[config.mk]
export PLATFORM = sky130hd
export DESIGN_NAME = tx_frame_feeder
export DESIGN_NICKNAME = d
export VERILOG_FILES = /design/src/rtl/tx_frame_feeder.sv
export SDC_FILE = /design/constraint.sdc
export NUM_CORES = 1
export LEC_CHECK = 0
export CELL_PAD_IN_SITES_DETAIL_PLACEMENT = 0
export CELL_PAD_IN_SITES_GLOBAL_PLACEMENT = 1
export CORE_ASPECT_RATIO = 0.6
export CORE_UTILIZATION = 30
export DETAILED_ROUTE_END_ITERATION = 12
export GPL_TIMING_DRIVEN = 0
export HOLD_SLACK_MARGIN = 0.15
export PLACE_DENSITY = 0.6
export SETUP_SLACK_MARGIN = 0.4
export SKIP_LAST_GASP = 1
export SYNTH_ARGS = -nofsm -noshare
export SYNTH_HDL_FRONTEND = slang
export SYNTH_SLANG_ARGS = --single-unit
[constraint.sdc]
create_clock -name clk -period 3.7 [get_ports clk]
set_clock_uncertainty 0.1 [all_clocks]
set_input_delay 0.74 -clock clk [delete_from_list [all_inputs] [get_ports clk]]
set_output_delay 0.74 -clock clk [all_outputs]
set_load 0.02 [all_outputs]
[src/rtl/tx_frame_feeder.sv]
// tx_frame_feeder: byte FIFO feeding a UART 8N1 transmitter with an optional
// idle-high gap after each stop bit. Frames are started only while en is high;
// a running frame always completes unless reset is asserted.
module tx_frame_feeder #(
  parameter int CLKS_PER_BIT = 1_000_000/115_200,
  parameter int FIFO_DEPTH   = 16,
  parameter int GAP_BITS     = 1
) (
  input  logic                          clk,
  input  logic                          rst,
  input  logic                          en,
  input  logic [7:0]                    s_data,
  input  logic                          s_valid,
  output logic                          s_ready,
  output logic                          serial_out,
  output logic                          busy,
  output logic [$clog2(FIFO_DEPTH):0]   fifo_count,
  output logic [15:0]                   frame_cnt
);
  localparam int AW = $clog2(FIFO_DEPTH);
  localparam int BW = (CLKS_PER_BIT > 1) ? $clog2(CLKS_PER_BIT) : 1;
  localparam int GW = (GAP_BITS > 1) ? $clog2(GAP_BITS) : 1;
  localparam logic [BW-1:0] BAUD_LAST = BW'(CLKS_PER_BIT - 1);
  localparam logic [GW-1:0] GAP_LAST  = GW'((GAP_BITS > 0) ? GAP_BITS - 1 : 0);
  localparam logic [AW:0]   FULL      = (AW+1)'(FIFO_DEPTH);

  typedef enum logic [2:0] {IDLE, START, DATA, STOP, GAP} state_t;

  state_t          state, state_n;
  logic [7:0]      mem [FIFO_DEPTH];
  logic [AW-1:0]   wr_ptr, rd_ptr;
  logic            push, pop, can_pop, baud_end, fin;
  logic [BW-1:0]   baud_cnt, baud_n;
  logic [2:0]      bit_idx, bit_n;
  logic [GW-1:0]   gap_idx, gap_n;
  logic [7:0]      shreg, shreg_n;
  logic            ser_n, busy_n;
  logic [15:0]     fcnt_n;

  assign s_ready  = (fifo_count != FULL);
  assign push     = s_valid && s_ready;
  assign can_pop  = en && (fifo_count != '0);
  assign baud_end = (baud_cnt == BAUD_LAST);

  // FIFO storage; contents are dropped on reset by clearing the pointers/count
  always_ff @(posedge clk) begin
    if (push) mem[wr_ptr] <= s_data;
  end

  // FIFO pointers and occupancy; push+pop together leaves the count unchanged
  always_ff @(posedge clk or posedge rst) begin
    if (rst) begin
      wr_ptr     <= '0;
      rd_ptr     <= '0;
      fifo_count <= '0;
    end else begin
      if (push) wr_ptr <= wr_ptr + 1'b1;
      if (pop)  rd_ptr <= rd_ptr + 1'b1;
      case ({push, pop})
        2'b10:   fifo_count <= fifo_count + 1'b1;
        2'b01:   fifo_count <= fifo_count - 1'b1;
        default: fifo_count <= fifo_count;
      endcase
    end
  end

  // Transmitter state, bit timing and registered line outputs
  always_ff @(posedge clk or posedge rst) begin
    if (rst) begin
      state      <= IDLE;
      baud_cnt   <= '0;
      bit_idx    <= '0;
      gap_idx    <= '0;
      shreg      <= '0;
      serial_out <= 1'b1;
      busy       <= 1'b0;
      frame_cnt  <= '0;
    end else begin
      state      <= state_n;
      baud_cnt   <= baud_n;
      bit_idx    <= bit_n;
      gap_idx    <= gap_n;
      shreg      <= shreg_n;
      serial_out <= ser_n;
      busy       <= busy_n;
      frame_cnt  <= fcnt_n;
    end
  end

  // Next-state logic; a frame end pops the next byte in the same cycle so
  // back-to-back frames leave no dead cycle
  always_comb begin
    state_n = state;
    baud_n  = baud_cnt;
    bit_n   = bit_idx;
    gap_n   = gap_idx;
    shreg_n = shreg;
    ser_n   = serial_out;
    busy_n  = busy;
    fcnt_n  = frame_cnt;
    pop     = 1'b0;
    fin     = 1'b0;
    case (state)
      IDLE: ;
      START: begin
        if (baud_end) begin
          state_n = DATA;
          baud_n  = '0;
          bit_n   = '0;
          ser_n   = shreg[0];
        end else begin
          baud_n = baud_cnt + 1'b1;
        end
      end
      DATA: begin
        if (baud_end) begin
          baud_n = '0;
          if (bit_idx == 3'd7) begin
            state_n = STOP;
            ser_n   = 1'b1;
          end else begin
            bit_n   = bit_idx + 1'b1;
            shreg_n = shreg >> 1;
            ser_n   = shreg[1];
          end
        end else begin
          baud_n = baud_cnt + 1'b1;
        end
      end
      STOP: begin
        if (baud_end) begin
          baud_n = '0;
          if (GAP_BITS == 0) begin
            fin = 1'b1;
          end else begin
            state_n = GAP;
            gap_n   = '0;
          end
        end else begin
          baud_n = baud_cnt + 1'b1;
        end
      end
      GAP: begin
        if (baud_end) begin
          baud_n = '0;
          if (gap_idx == GAP_LAST) fin = 1'b1;
          else                     gap_n = gap_idx + 1'b1;
        end else begin
          baud_n = baud_cnt + 1'b1;
        end
      end
      default: state_n = IDLE;
    endcase

    if (fin) fcnt_n = frame_cnt + 1'b1;

    if ((state == IDLE || fin) && can_pop) begin
      pop     = 1'b1;
      state_n = START;
      baud_n  = '0;
      shreg_n = mem[rd_ptr];
      ser_n   = 1'b0;
      busy_n  = 1'b1;
    end else if (fin) begin
      state_n = IDLE;
      ser_n   = 1'b1;
      busy_n  = 1'b0;
    end
  end
endmodule

==> summary by stage <==
Run status
The run finished with clean final reports.

Layout
The post-route core utilization is 0.370. The proportion of layout cells with a drive suffix above 1 is 0.198. The area growth from synthesis to layout is 18.8%.

The most common cell after layout, fill and taps aside is sky130_fd_sc_hd__edfxtp_1. Fill cells in the final layout number ~2200. Summing all multi-input logic gate instances after layout gives between 2000 and 2500 µm². In the final layout, flip-flops and latches occupy a little over 5000 µm².

The post-layout net count is 527. In the layout the commonest cells are 128 x sky130_fd_sc_hd__edfxtp_1, 47 x sky130_fd_sc_hd__dfrtp_1, 35 x sky130_fd_sc_hd__clkdlybuf4s50_1.

Setup path
Traced cell by cell, the critical path runs through buf_6 -> or4_4 -> o211ai_4 -> a21oi_2 -> buf_6 -> buf_6 -> ha_2 -> buf_6 -> xor2_1 -> ha_2 -> a31oi_1 -> or2_2 -> a21oi_2 -> xor2_1. Counting both buffers and inverters, the worst setup path holds a total of 4. The startpoint type of the worst setup path is a flop.

Among all stages on the critical path, the largest delay is contributed by sky130_fd_sc_hd__or4_4. The sort of element at the end of the critical path is a flop. At the worst endpoint, the arrival time is 3.37 ns. The largest driver fanout on the critical path is 11. On the worst path, the slowest cell contributes a delay of around 0.53 ns.

The worst setup path is of the reg -> reg kind. The kind of cell adding the most delay to the critical path is simple AND/OR/NAND/NOR gates. In this run the worst setup path begins at fifo_count[2]$_DFFE_PP0P_. The most frequent cell on the critical path is sky130_fd_sc_hd__buf_6. STA puts the critical path data required time at 3.95 ns.

The startpoint of the most critical register-to-register path is fifo_count[2]$_DFFE_PP0P_.

STA
Setup violations remaining at the end of the flow were counted as 0. The count of endpoints failing hold in the final timing report is 0. Headroom to the max-slew limit came out at 0.262.

Subtracting the final worst setup slack from the clock period gives between 3 and 4 ns. Setup repair after global routing left no endpoint under its margin. Setup total negative slack on the finished layout was measured at 0 ns. Hold is met by ~0.38 ns. Derived from the worst setup path, the maximum achievable clock frequency is approximately 0.32 GHz. The max-slew violation count is 0. Dividing the final minimum period by the clock period gives 0.842. For the pin with the worst max-slew slack, the measured transition is between 1 and 1.5 ns.

Floorplanning
The area inside the core boundary is around 24000 µm². The die height is ~120 µm. The effective utilization at floorplan is 0.312. The die covers around 25000 µm². Row generation in the floorplan step produced between 40 and 50 rows.

The die boundary width is 204 µm. The number of ports placed on the die boundary is 36.

Route
After detailed routing, the total wire length is 16100 µm. The initial DRC count is 326. In the routed layout, each cell is associated on average with a via count of roughly 4.8. After detailed routing, the average wire length per cell comes to about 19 µm. After detailed routing, the number of remaining DRC violations is 0.

The detailed router placed a little under 4000 vias in this run. The number of nets still failing antenna checks after routing is 0. The pre-antenna-repair detailed-routing pass consisted of 5 iterations.

Clock tree
The number of clock sinks seen by CTS is 176. CTS built an H-tree with a depth of 4. The clock latency of the later-clocked register in the worst-skew pair is approximately 0.43 ns. The TritonCTS clock tree is done. The number of buffers inserted during clock tree synthesis is 17. After clock tree synthesis, the clock-pin slew on the worst setup and hold paths is ~0.070 ns. The number of buffers on the longest clock path is 2. The CTS root buffer is sky130_fd_sc_hd__clkbuf_16.

Hold path
The startpoint of the tightest hold check path is frame_cnt[15]$_DFFE_PP0P_. The min-delay analysis places its worst path in the category reg -> reg.

Synth
Counting flops with a built-in enable in the synthesized netlist gives between 100 and 150. When the netlist entered floorplanning its net count stood at about 470. For this run, the number of Yosys warnings is 0. Counting every instance in the synthesized netlist gives 442. The per-instance average area after synthesis is between 15 and 20 µm². The share of flip-flops with an asynchronous set or reset is 0.273. After synthesis the cells add up to between 7000 and 8000 µm². The sequential share of the synthesized area is 0.687. In the synthesized netlist the dominant register cell turns out to be sky130_fd_sc_hd__edfxtp_1. The synthesized design contains 176 register bits. Yosys mapped the design onto 51 distinct sky130hd cell types.

GRT
The number of global-route vias before repair is 3884. The total overflow left after global routing is 0. Entering global routing, the biggest net connects 28 pins.

The global-route wire length before repair is between 20000 and 25000 µm. The initial antenna violation count is 1. The all-layer global routing usage is 0.137.

Placement
During placement, the flow inserted port buffers numbering 35. Detailed placement ended at an HPWL of around 11000 µm. At the end of routability-driven placement, the weighted congestion stood at between 0.7 and 0.8.

Flow run
Max-cap violations in this run came to 0.

Power and ir drop
The peak supply drop is between 0.3 and 0.4 mV. The leakage power total is 3.07 nW. Dividing total power by cell area gives a power density of 529 nW/µm².
[logic make-up after synthesis]
logic type | share of synthesized area
compound gates | 0.0551
simple gates | 0.0697
xor+xnor | 0.0358
buf+inv | 0.0210
flops | 0.687
fa+ha+maj | 0.0239
mux | 0.107
[layout make-up]
cell class / instances / area share
repair buffers: 40 / 0.0459
diodes: 1 / 0.000287
clock buffers: 18 / 0.0492
flip-flops and latches: 176 / 0.579
plain buffers: 21 / 0.0156
clock inverters: 14 / 0.0125
inverters: 7 / 0.00301
well taps: 315 / 0.0452
multi-input cells: 238 / 0.250
[power by group]
part	internal (mW)	leakage (nW)	switching (mW)
sequential	2.32	1.79	0.0867
combinational	0.209	1.04	0.355
clock	0.866	0.238	0.783
[layer usage]
| metal | vias to the layer above | global-route usage | share of wire |
|---|---|---|---|
| met3 | 6 | 0.0409 | 0.057 |
| met4 | 0 | 0.0336 | 0.0059 |
| met1 | 2055 | 0.215 | 0.52 |
| met2 | 72 | 0.180 | 0.41 |
| met5 | - | 0 | 0 |
| li1 | 1836 | - | - |
[what timing repair did]
| action | in CTS | in global routing |
|---|---|---|
| pin swaps | 0 | 2 |
| endpoints found under the setup margin | 2 | 1 |
| resized for setup | 2 | 9 |
| setup buffers | 0 | 4 |
| hold buffers | 0 | 0 |
[synthesized netlist by cell type, drive strengths merged, types with 2 or more instances]
| cell | number | area, µm² |
|---|---|---|
| nand3 | 6 | 30.0 |
| a22oi | 3 | 22.5 |
| inv | 7 | 26.3 |
| xor2 | 11 | 96.3 |
| mux2 | 2 | 26.3 |
| mux2i | 4 | 40.0 |
| ha | 14 | 175 |
| nand2 | 27 | 101 |
| edfxtp | 128 | 3840 |
| clkbuf | 6 | 23.8 |
| nand2b | 6 | 37.5 |
| buf | 15 | 104 |
| xnor2 | 19 | 166 |
| a221oi | 6 | 65.1 |
| nor3 | 4 | 20.0 |
| a21oi | 12 | 63.8 |
| o21ai | 10 | 50.0 |
| mux4 | 32 | 721 |
| nor2b | 6 | 37.5 |
| o22ai | 6 | 37.5 |
| a22o | 6 | 52.6 |
| a21o | 2 | 15.0 |
| dfrtp | 47 | 1180 |
| nor2 | 27 | 109 |
| nand4 | 9 | 56.3 |
| a32o | 2 | 20.0 |
| and2 | 2 | 12.5 |
| and3 | 5 | 31.3 |
| nand3b | 3 | 22.5 |
| and4 | 2 | 17.5 |
| o211ai | 3 | 27.5 |
[state kept, by name (all words and copies together) (netlist names)]
signal / cells
busy: 1
frame_cnt: 16
shreg: 8
fifo_count: 5
baud_cnt: 3
mem: 128
bit_idx: 3
rd_ptr: 4
serial_out: 1
wr_ptr: 4
state: 3
[metrics by stage]
stage               total power [mW]  std cells  worst slack, ns  instance area, µm²
floorplan                       2.77        442            0.512                7340
global placement                2.97        792           -0.161                8090
detailed placement              3.01        793           0.0156                8130
CTS                             4.67        825            0.401                8670
global route                    4.82        829            0.425                8720
finish                          4.61        830            0.585                8720
[worst paths after layout]
check	to	slack [ns]	cells past startpoint
max	fifo_count[4]$_DFFE_PP0P_	0.58	14
max in group asynchronous	wr_ptr[3]$_DFFE_PP0P_	2.40	3
min reg2reg	frame_cnt[15]$_DFFE_PP0P_	0.38	1
min	frame_cnt[15]$_DFFE_PP0P_	0.38	1
max reg2reg	fifo_count[4]$_DFFE_PP0P_	0.58	14
min in group asynchronous	busy$_DFFE_PP0P_	0.57	2
Note: power is estimated with default switching activity, not from simulation.
